File: src/rtl/dip_scan_controller.sv
`default_nettype none
// ============================================================================
// Module   : dip_scan_controller
// Function : Drives the load/shift strobes of the serial DIP-switch/button
//            chain, captures a 24-bit frame, debounces it over consecutive
//            identical scans, publishes switch data and button lines, and
//            keeps sticky write-one-to-clear button-press flags.
// Revision : 1.0 - initial release
// ============================================================================
module dip_scan_controller #(
    parameter int unsigned CLK_DIV        = 4,
    parameter int unsigned STABLE_FRAMES  = 3,
    parameter bit          BTN_ACTIVE_LOW = 1'b1
) (
    input  logic        i_clk,
    input  logic        i_rst_n,
    input  logic        i_scan_en,
    input  logic        i_DipData,
    input  logic [7:0]  i_btn_ack,
    output logic        o_DipLatch,
    output logic        o_DipClk,
    output logic [15:0] o_data,
    output logic [7:0]  o_buttons,
    output logic        o_update,
    output logic [7:0]  o_btn_pending,
    output logic        o_busy
);

    localparam int DIV_W = (CLK_DIV > 1) ? $clog2(CLK_DIV) : 1;
    localparam int CNT_W = $clog2(STABLE_FRAMES + 1);

    localparam logic [DIV_W-1:0] DIV_LAST   = DIV_W'(CLK_DIV - 1);
    localparam logic [DIV_W-1:0] DIV_ONE    = DIV_W'(1);
    localparam logic [CNT_W-1:0] STABLE_MAX = CNT_W'(STABLE_FRAMES);
    localparam logic [CNT_W-1:0] CNT_ONE    = CNT_W'(1);
    localparam logic [7:0]       BTN_RESET  = BTN_ACTIVE_LOW ? 8'hFF : 8'h00;
    localparam logic [4:0]       LAST_BIT   = 5'd23;

    typedef enum logic [1:0] {
        ST_IDLE  = 2'd0,
        ST_LATCH = 2'd1,
        ST_SHIFT = 2'd2,
        ST_CHECK = 2'd3
    } state_e;

    state_e           state_q,   state_d;
    logic [DIV_W-1:0] div_q,     div_d;
    logic             phase_q,   phase_d;     // 0 = shift clock low phase, 1 = high phase
    logic [4:0]       bit_q,     bit_d;
    logic [23:0]      frame_q,   frame_d;
    logic [23:0]      prev_q,    prev_d;      // previous raw frame
    logic [CNT_W-1:0] stable_q,  stable_d;
    logic [15:0]      data_q,    data_d;
    logic [7:0]       buttons_q, buttons_d;
    logic             update_q,  update_d;
    logic [7:0]       pending_q, pending_d;
    logic             latch_q,   latch_d;
    logic             dclk_q,    dclk_d;
    logic             busy_q,    busy_d;

    logic             div_last;
    logic [CNT_W-1:0] stable_inc;
    logic [7:0]       press_old;
    logic [7:0]       press_new;
    logic [7:0]       press_set;

    assign div_last   = (div_q == DIV_LAST);
    assign stable_inc = (stable_q >= STABLE_MAX) ? STABLE_MAX : (stable_q + CNT_ONE);
    assign press_old  = BTN_ACTIVE_LOW ? ~buttons_q     : buttons_q;
    assign press_new  = BTN_ACTIVE_LOW ? ~frame_q[7:0]  : frame_q[7:0];

    // State register plus all datapath registers; strobes are registered to stay glitch-free
    always_ff @(posedge i_clk or negedge i_rst_n) begin
        if (!i_rst_n) begin
            state_q   <= ST_IDLE;
            div_q     <= '0;
            phase_q   <= 1'b0;
            bit_q     <= 5'd0;
            frame_q   <= 24'd0;
            prev_q    <= 24'd0;
            stable_q  <= '0;
            data_q    <= 16'd0;
            buttons_q <= BTN_RESET;
            update_q  <= 1'b0;
            pending_q <= 8'd0;
            latch_q   <= 1'b1;
            dclk_q    <= 1'b0;
            busy_q    <= 1'b0;
        end else begin
            state_q   <= state_d;
            div_q     <= div_d;
            phase_q   <= phase_d;
            bit_q     <= bit_d;
            frame_q   <= frame_d;
            prev_q    <= prev_d;
            stable_q  <= stable_d;
            data_q    <= data_d;
            buttons_q <= buttons_d;
            update_q  <= update_d;
            pending_q <= pending_d;
            latch_q   <= latch_d;
            dclk_q    <= dclk_d;
            busy_q    <= busy_d;
        end
    end

    // Scan sequencing, debounce decision and press-event capture
    always_comb begin
        state_d   = state_q;
        div_d     = div_q;
        phase_d   = phase_q;
        bit_d     = bit_q;
        frame_d   = frame_q;
        prev_d    = prev_q;
        stable_d  = stable_q;
        data_d    = data_q;
        buttons_d = buttons_q;
        update_d  = 1'b0;
        press_set = 8'd0;

        case (state_q)
            ST_IDLE: begin
                if (i_scan_en) begin
                    state_d = ST_LATCH;
                    div_d   = '0;
                end
            end

            ST_LATCH: begin
                if (div_last) begin
                    state_d = ST_SHIFT;
                    div_d   = '0;
                    phase_d = 1'b0;
                    bit_d   = 5'd0;
                end else begin
                    div_d = div_q + DIV_ONE;
                end
            end

            ST_SHIFT: begin
                if (!div_last) begin
                    div_d = div_q + DIV_ONE;
                end else begin
                    div_d = '0;
                    if (!phase_q) begin
                        // Sample just before the rising edge; MSB-first fill
                        frame_d = {frame_q[22:0], i_DipData};
                        phase_d = 1'b1;
                    end else begin
                        phase_d = 1'b0;
                        if (bit_q == LAST_BIT) begin
                            state_d = ST_CHECK;
                        end else begin
                            bit_d = bit_q + 5'd1;
                        end
                    end
                end
            end

            ST_CHECK: begin
                stable_d = (frame_q == prev_q) ? stable_inc : CNT_ONE;
                prev_d   = frame_q;
                if ((stable_d >= STABLE_MAX) && (frame_q != {data_q, buttons_q})) begin
                    data_d    = frame_q[23:8];
                    buttons_d = frame_q[7:0];
                    update_d  = 1'b1;
                    press_set = press_new & ~press_old;
                end
                div_d   = '0;
                state_d = i_scan_en ? ST_LATCH : ST_IDLE;
            end

            default: begin
                state_d = ST_IDLE;
            end
        endcase

        // A new press outranks a simultaneous acknowledge
        pending_d = (pending_q & ~i_btn_ack) | press_set;
        latch_d   = (state_d != ST_LATCH);
        dclk_d    = (state_d == ST_SHIFT) && phase_d;
        busy_d    = (state_d != ST_IDLE);
    end

    assign o_DipLatch    = latch_q;
    assign o_DipClk      = dclk_q;
    assign o_data        = data_q;
    assign o_buttons     = buttons_q;
    assign o_update      = update_q;
    assign o_btn_pending = pending_q;
    assign o_busy        = busy_q;

endmodule
`default_nettype wire

File: config.mk
export PLATFORM = sky130hd
export DESIGN_NAME = dip_scan_controller
export DESIGN_NICKNAME = d
export VERILOG_FILES = /design/src/rtl/dip_scan_controller.sv
export SDC_FILE = /design/constraint.sdc
export NUM_CORES = 1
export LEC_CHECK = 0
export ABC_AREA = 1
export BUFFER_PORTS_ARGS = -buffer_cell sky130_fd_sc_hd__buf_2
export CAP_MARGIN = 20
export CORE_MARGIN = 5
export CORE_UTILIZATION = 55
export DETAILED_ROUTE_END_ITERATION = 10
export PLACE_DENSITY = 0.75
export REMOVE_ABC_BUFFERS = 1
export SLEW_MARGIN = 5
export SYNTH_ARGS = -nofsm -noshare
export SYNTH_HDL_FRONTEND = slang
export SYNTH_SLANG_ARGS = --single-unit
File: constraint.sdc
create_clock -name i_clk -period 4.58 [get_ports i_clk]
set_input_delay 0.458 -clock i_clk [delete_from_list [all_inputs] [get_ports i_clk]]
set_output_delay 0.458 -clock i_clk [all_outputs]
set_load 0.03 [all_outputs]
After elaboration in Yosys (flattened, before gate mapping)
Cells that the tools add are included.

Flip-flop bits (word level): 96. Word-level logic and storage cells: 75.

Reductions and logical operators: 9. Muxes and demuxes: 25. Equal/unequal tests: 14. Bitwise logic cells: 8. Magnitude comparators: 2. Add/sub/neg operators: 3.

Operator list (count): $not 8->8 (4); $eq 24x24->1 (1); $ne 24x24->1 (1); $mux 5 (4); $mux 2 (9); $and 8x8->8 (2); $mux 8 (2); $ne 2x2->1 const B (5); $pmux 5 s2 (1); $eq 2x2->1 const B (4); $or 8x8->8 (1); $pmux 2 s4 (1); $mux 1 (6); $pmux 2 s3 (1); $add 5x1->5 const B (1); $eq 5x5->1 const B (1); $reduce_and 5->1 (1); $add 2x1->2 const B (2); $ge 2x2->1 const B (2); $reduce_bool 2->1 (2); $reduce_and 3->1 (1); $eq 2x1->1 const B (1); $logic_and 1x1->1 (2); $logic_not 2->1 (1); 5 further kinds (5).

Longest topological paths before layout
Gate-level depths: netlist of the first run.

Word-level depth: 8. Gate-level depth with buffers: 12.

Least setup slack after synthesis of the first run
No wires, ideal clock.

Kind: register to register. Start: register buttons_q[1], in the netlist o_buttons[1]. End: register data_q[0], in the netlist o_data[0]. Buffers on the path: 1. Clock period less this slack: 1.795 ns. Cell stages (with the launch flop): 9. Slack: 2.785 ns. Library setup time: 0.118 ns. Arrival: 1.677 ns. Cell sequence: dfstp_2 -> ha_1 -> nand4_1 -> or2_1 -> nor2_1 -> nand3_1 -> buf_2 -> nand4_1 -> nand2_1.

Word-level cells in the longest chain between the ends: 3.

Ends and longest elaborated chain: start: declaration (RTL line 54) `logic [7:0] buttons_q, buttons_d;`; start signal: assignment (RTL line 98) `buttons_q <= buttons_d;`; $ne 24x24->1 (RTL line 163) `if ((stable_d >= STABLE_MAX) && (frame_q != {data_q, buttons_q})) begin`; $logic_and 1x1->1 (RTL line 163); $reduce_and 2->1 (no line); end signal: assignment (RTL line 97) `data_q <= data_d;`; end: declaration (RTL line 53) `logic [15:0] data_q, data_d;`.

Every way passes these cells. A chain may end at the register's enable or synchronous reset.

Final worst setup path of the first run
Start: register frame_q[4]. End: register data_q[13], in the netlist o_data[13].

Word-level cells in the longest chain between the ends: 5. Elaborated cells on any way between the ends: 6. Classes of those cells: order compare: 1; eq/ne: 2; mux: 1; reduce/logical: 2.

Ends and longest elaborated chain: start: declaration (RTL line 50) `logic [23:0] frame_q, frame_d;`; start signal: assignment (RTL line 94) `frame_q <= frame_d;`; $eq 24x24->1 (RTL line 161) `stable_d = (frame_q == prev_q) ? stable_inc : CNT_ONE;`; $mux 2 (RTL line 161); $ge 2x2->1 (RTL line 163); $logic_and 1x1->1 * (RTL line 163); $reduce_and 2->1 (no line) *.

Mark *: on every way between the ends. The rest lies on a longest branch, timed or not.

==> summary.md, run 1 <==
| Metric | Value |
|---|---|
| Status | `finished clean` |
| Switching power share of the total | `23.7%` |
| Starting Density | `55.3%` |
| Die Span Y | `103 microns` |
| Largest net degree at the start of global routing | `69` |
| Worst Tran Pin Value | `0.850 ns` |
| Commonest non-fill, non-tap cell in the layout | `nand2_1` |
| Reg2reg end | `o_data[13]` |
| CP endpoint kind | `flip-flop` |
| Reg-to-reg slack, setup | `1.70 ns` |
| Synth Warn # | `0` |
| Async S/R FF share, synth | `100%` |
| IO Pins | `48` |
| Yosys top cell by area | `dfrtp_1` |
| Seq pwr share | `60.8%` |
| Class of the most critical setup path | `flip-flop to flip-flop` |
| RR Startpoint | `frame_q[4]` |
| Setup TNS | `0 ns` |
| Gpl congestion | `0.874` |
| Post_cts resized | `0` |
| Post-CTS setup buffer count | `0` |
| Gate power share | `2.7%` |
| Critical Path RT | `4.87 ns` |
| Final hold vios | `0` |
| Netlist cell types | `26` |
| Unrepaired setup endpoints after global routing | `no` |
| Number of max-cap violations | `0` |
| Hold Crit Class | `primary input to async pin` |
| NumNets Final | `665` |
| CTS Hold Buffers Added | `0` |
| Die ar. | `0.0106 sq mm` |
| Root Driver | `clkbuf_8` |
| Leading post-synthesis cells by cell area | `dfrtp_1, nand2_1, o21ai_0, dfstp_2, nand4_1` |
| Final Setup Violations | `0` |
| Synth Register Bits | `96` |
| Critical Path Source | `frame_q[4]` |
| Switching power | `0.333 mW` |
| Finished Layout Cells | `749` |
| Synth top area share | `45.8%` |
| Internal power | `1.07 mW` |
| Worst VDD drop | `180 uV` |
| Vias | `3896` |
| H-tree levels | `3` |
| CTS clk-pin slew, worst paths | `0.10 ns` |
| First-pass GRT wire length | `17000 microns` |
| Drt first pass iters | `4` |
| CTS tree | `built` |
| Cell area after synthesis | `0.00476 sq mm` |
| Clock Skews | `0.0151 ns` |
| Syn Area/Cell | `7.99 sq um` |
| Type of origin of the critical path | `flip-flop` |
| Layout area overhead | `10.0%` |
| Final Critical Period | `2.88 ns` |
| Port bufs | `47` |
| Final total power | `1.41 mW` |
| Crit path capture | `o_data[13]` |
| Clock buffer count from CTS | `9` |
| Core area | `0.00859 sq mm` |
| Share of layout cells above drive strength 1 | `16.1%` |
| Crit Path Max Fanout | `25` |
| Slew HR | `43.3%` |
| Max Clk Rate | `348 MHz` |
| Number of synthesized flops with an enable pin | `0` |
| Routed WL | `9870 microns` |
| CTS Buffer Depth | `2` |
| Reg2Reg Depth | `11` |
| # rows | `34` |
| Initial drt markers | `184` |
| Routed wire per std cell | `13.2 microns` |
| Slew Viols, Final | `0` |
| Clock sinks | `96` |
| Gr usage total | `20.3%` |
| Antenna violations before repair | `0` |
| Die width | `103 microns` |
| Vias/cell | `5.20` |
| Final Cycle Share | `62.8%` |
| Post-route ant nets | `0` |
| Ys flop type | `dfrtp_1` |
| CP arrival | `3.16 ns` |
| Global route overflow | `0` |
| Post-Place Cells | `733` |
| Sequential fraction of the synthesis area | `50.7%` |
| Ant. Diodes | `0` |
| Vias in the first global route | `3665` |
| Clock share of power | `36.6%` |
| LEAKAGE | `2.82 nW` |
| DRC | `0` |
| Post-Synthesis Cells | `595` |
| Worst-Skew Late Latency | `0.36 ns` |
| Most frequent cells in the layout | `nand2_1, dfrtp_1, inv_1` |
| PwrDens | `269 mW/mm^2` |
| DP HPWL | `6860 microns` |
flip-flops by register name (all words and copies together) (netlist names), 2 cells and up:
signal,flops
prev_q,24
div_q,2
o_data,16
bit_q,5
stable_q,2
frame_q,24
o_btn_pending,8
state_q,2
o_buttons,8
worst max-delay path: stages (launching register included):
cell and delay [ns]:
dfrtp_1 0.43, inv_2 0.06, ha_1 0.28, nand4_1 0.11, nor2_1 0.10, nand2_1 0.06
nor2_1 0.15, nand3_1 0.62, buf_4 0.46, nand3_4 0.29, nand2_1 0.13, nand2_1 0.09
how the worst min path moves through the flow:
stage	from	to	slack, ns	depth (start not counted)
detailed placement	o_btn_pending[4]	o_btn_pending[4]	0.46	2
global route	i_rst_n	prev_q[10]	0.27	1
finish	i_rst_n	prev_q[10]	0.20	1
global placement	o_btn_pending[7]	o_btn_pending[7]	0.46	2
CTS	i_rst_n	prev_q[11]	0.24	1
floorplan	i_rst_n	bit_q[0]	0.16	0
power by group through the flow:
| stage | logic, mW | clock network [mW] | registers (mW) |
|---|---|---|---|
| 6_report | 0.0376 | 0.515 | 0.855 |
| 5_1_grt | 0.0455 | 0.561 | 0.856 |
| 4_1_cts | 0.0393 | 0.522 | 0.855 |
| 3_5_place_dp | 0.0392 | 0 | 0.871 |
| 3_3_place_gp | 0.0381 | 0 | 0.871 |
| 2_1_floorplan | 0.0128 | 0 | 0.871 |
per-stage QoR:
stage / hold WS [ns] / cell area [sq um] / utilization (%) / setup WS (ns)
2_1_floorplan: 0.162 / 4640 / - / 2.11
3_3_place_gp: 0.457 / 5050 / 58.8 / 1.77
3_5_place_dp: 0.462 / 5050 / 58.8 / 1.72
4_1_cts: 0.241 / 5230 / 60.9 / 1.68
5_1_grt: 0.274 / 5230 / 60.9 / 1.41
6_report: 0.201 / 5230 / 60.9 / 1.70
cell families after synthesis:
logic type               synth area share, %
flip-flops                              50.7
buffers and inverters                   8.47
AND/OR/NAND/NOR                         27.2
AO/OA/AOI/OAI                           7.13
adder cells (fa/ha/maj)                 4.47
XOR/XNOR                                2.03
cell usage after synthesis (all sizes together), types with 2 or more instances:
cell	count
xor2	6
ha	17
a21oi	7
nand4	36
xnor2	5
buf	9
inv	77
nand3	13
nor2	29
dfstp	9
or2	2
o21ai	56
nand2	226
clkbuf	13
dfrtp	87
cell type report:
| cell class | instances | area, sq um |
|---|---|---|
| multi-input cells | 400 | 1940 |
| well taps | 108 | 135 |
| inverters | 77 | 289 |
| flip-flops and latches | 96 | 2410 |
| clock inverters | 6 | 42.5 |
| fillers | 779 | 3360 |
| repair buffers | 52 | 275 |
| clock buffers | 10 | 138 |
routing by layer:
metal  track usage, %  vias up  wire length (microns)  share of wire (%)
li1                 -     1953                      -                  -
met1             27.2     1850                   4510                 46
met2             34.0       79                   4830                 49
met3             3.04       14                    402                4.1
met4             6.37        0                    123                1.2
met5                0        -                      0                  0
Note: power is estimated with default switching activity, not from simulation.
==> run 2, diff against run 1 <==
==> constraint.sdc (replaced) <==
create_clock -name i_clk -period 2.9 [get_ports i_clk]
set_input_delay 0.29 -clock i_clk [delete_from_list [all_inputs] [get_ports i_clk]]
set_output_delay 0.29 -clock i_clk [all_outputs]
set_load 0.03 [all_outputs]
==> summary.md, run 2 (synthesis results as in run 1) <==
| Metric | Value |
|---|---|
| Post_cts resized | `0` |
| Failing checks | `hold timing` |
| CTS Hold Buffers Added | `0` |
| Drt first pass iters | `5` |
| CTS Buffer Depth | `2` |
| Gate power share | `2.6%` |
| Routed wire per std cell | `13.2 microns` |
| Final instance area | `0.00530 sq mm` |
| Seq pwr share | `56.3%` |
| IO Pins | `48` |
| Clock share of power | `41.2%` |
| Die ar. | `0.0106 sq mm` |
| Post-CTS setup buffer count | `0` |
| Die width | `103 microns` |
| Number of max-cap violations | `0` |
| Crit Path Max Fanout | `25` |
| Placement-stage cell area | `0.00508 sq mm` |
| Starting Density | `55.3%` |
| First-pass GRT wire length | `16900 microns` |
| Min setup slack post-route | `0.655 ns` |
| CTS tree | `built` |
| Root Driver | `clkbuf_8` |
| Final total power | `2.40 mW` |
| Final Critical Period | `2.25 ns` |
| DP HPWL | `6920 microns` |
| Hold Crit Class | `primary input to async pin` |
| DRC | `0` |
| Reg2Reg Depth | `10` |
| Gr usage total | `20.1%` |
| Post-route ant nets | `0` |
| Ant. Diodes | `0` |
| Slew Viols, Final | `0` |
| Slew HR | `51.0%` |
| NumNets Final | `667` |
| Final hold vios | `25` |
| LEAKAGE | `2.85 nW` |
| Max Clk Rate | `445 MHz` |
| Port bufs | `47` |
| Gpl congestion | `0.801` |
| Critical Path RT | `3.20 ns` |
| PwrDens | `452 mW/mm^2` |
| Status | `finished, violations left` |
| Final Setup Violations | `0` |
| Die Span Y | `103 microns` |
| Internal power | `1.88 mW` |
| Post-route core utilization | `61.7%` |
| Vias/cell | `5.15` |
| Clock Skews | `0.0116 ns` |
| Fin Hold WS | `-0.0165 ns` |
| Clock buffer count from CTS | `9` |
| Global route overflow | `0` |
| Switching power share of the total | `21.8%` |
| # rows | `34` |
| H-tree levels | `3` |
| Antenna violations before repair | `0` |
| Core area | `0.00859 sq mm` |
| Clock sinks | `96` |
| Setup TNS | `0 ns` |
| Initial drt markers | `237` |
| Vias in the first global route | `3527` |
| Worst-Skew Late Latency | `0.36 ns` |
| Most frequent cells in the layout | `nand2_1, dfrtp_1, inv_1` |
| Largest net degree at the start of global routing | `58` |
| Worst VDD drop | `282 uV` |
| Finished Layout Cells | `751` |
| Unrepaired setup endpoints after global routing | `no` |
| Worst slack at placement | `0.685 ns` |
| Final Cycle Share | `77.4%` |
| Switching power | `0.523 mW` |
| RR Startpoint | `frame_q[7]` |
| Class of the most critical setup path | `flip-flop to flip-flop` |
| Commonest non-fill, non-tap cell in the layout | `nand2_1` |
| Worst Tran Pin Value | `0.735 ns` |
| Post-Place Cells | `735` |
| Vias | `3868` |
| CP endpoint kind | `flip-flop` |
| Type of origin of the critical path | `flip-flop` |
| Routed WL | `9940 microns` |
| Layout area overhead | `11.5%` |
| CTS clk-pin slew, worst paths | `0.10 ns` |
| Critical Path Source | `frame_q[7]` |
| Share of layout cells above drive strength 1 | `16.0%` |
| CP arrival | `2.54 ns` |
-- run 2: cell types whose count changed in the layout (fill, tap and decap cells not counted), sizes merged --
| cell | change |
|---|---|
| buf | +2 |
| bufinv | +2 |
| clkbuf | +2 |
| clkinvlp | -2 |
| clkinv | -1 |
| inv | -1 |
-- run 2: routing by layer --
metal / vias to the layer above / part of all wire, % / GRT usage, %
met5: - / 0 / 0
met4: 0 / 1.2 / 5.68
met3: 12 / 4.1 / 2.84
met2: 76 / 47 / 32.2
met1: 1819 / 47 / 28.7
li1: 1961 / - / -
-- run 2: power groups by stage --
stage	logic, mW	clock network (mW)	registers, mW
finish	0.0615	0.987	1.35
global route	0.0736	1.05	1.35
CTS	0.0641	1.00	1.35
detailed placement	0.0640	0	1.38
global placement	0.0628	0	1.38
floorplan	0.0203	0	1.37
-- run 2: layout make-up --
cell class	instances	area, sq um
flip-flops and latches	96	2410
clock buffers	12	145
repair buffers	54	303
clock inverters	4	77.6
multi-input cells	400	1940
fillers	735	3290
well taps	108	135
inverters	77	289
-- run 2: critical path: stages (launching register included) --
cell and delay, ns:
dfrtp_1 0.44, inv_2 0.06, ha_1 0.28, nand4_1 0.12, nor2_1 0.12, nand2_1 0.07
nor2_1 0.14, nand3_1 0.33, nand3_4 0.43, nand2_1 0.11, nand2_1 0.08
-- run 2: final timing paths --
| kind | slack [ns] | to |
|---|---|---|
| setup / recovery | 0.65 | o_data[12] |
| hold / removal | -0.02 | prev_q[11] |
| setup reg to reg | 0.65 | o_data[12] |
| hold reg to reg | 0.48 | o_btn_pending[5] |
| max in group asynchronous | 2.15 | o_DipLatch |
| min in group i_clk | 0.15 | o_btn_pending[3] |
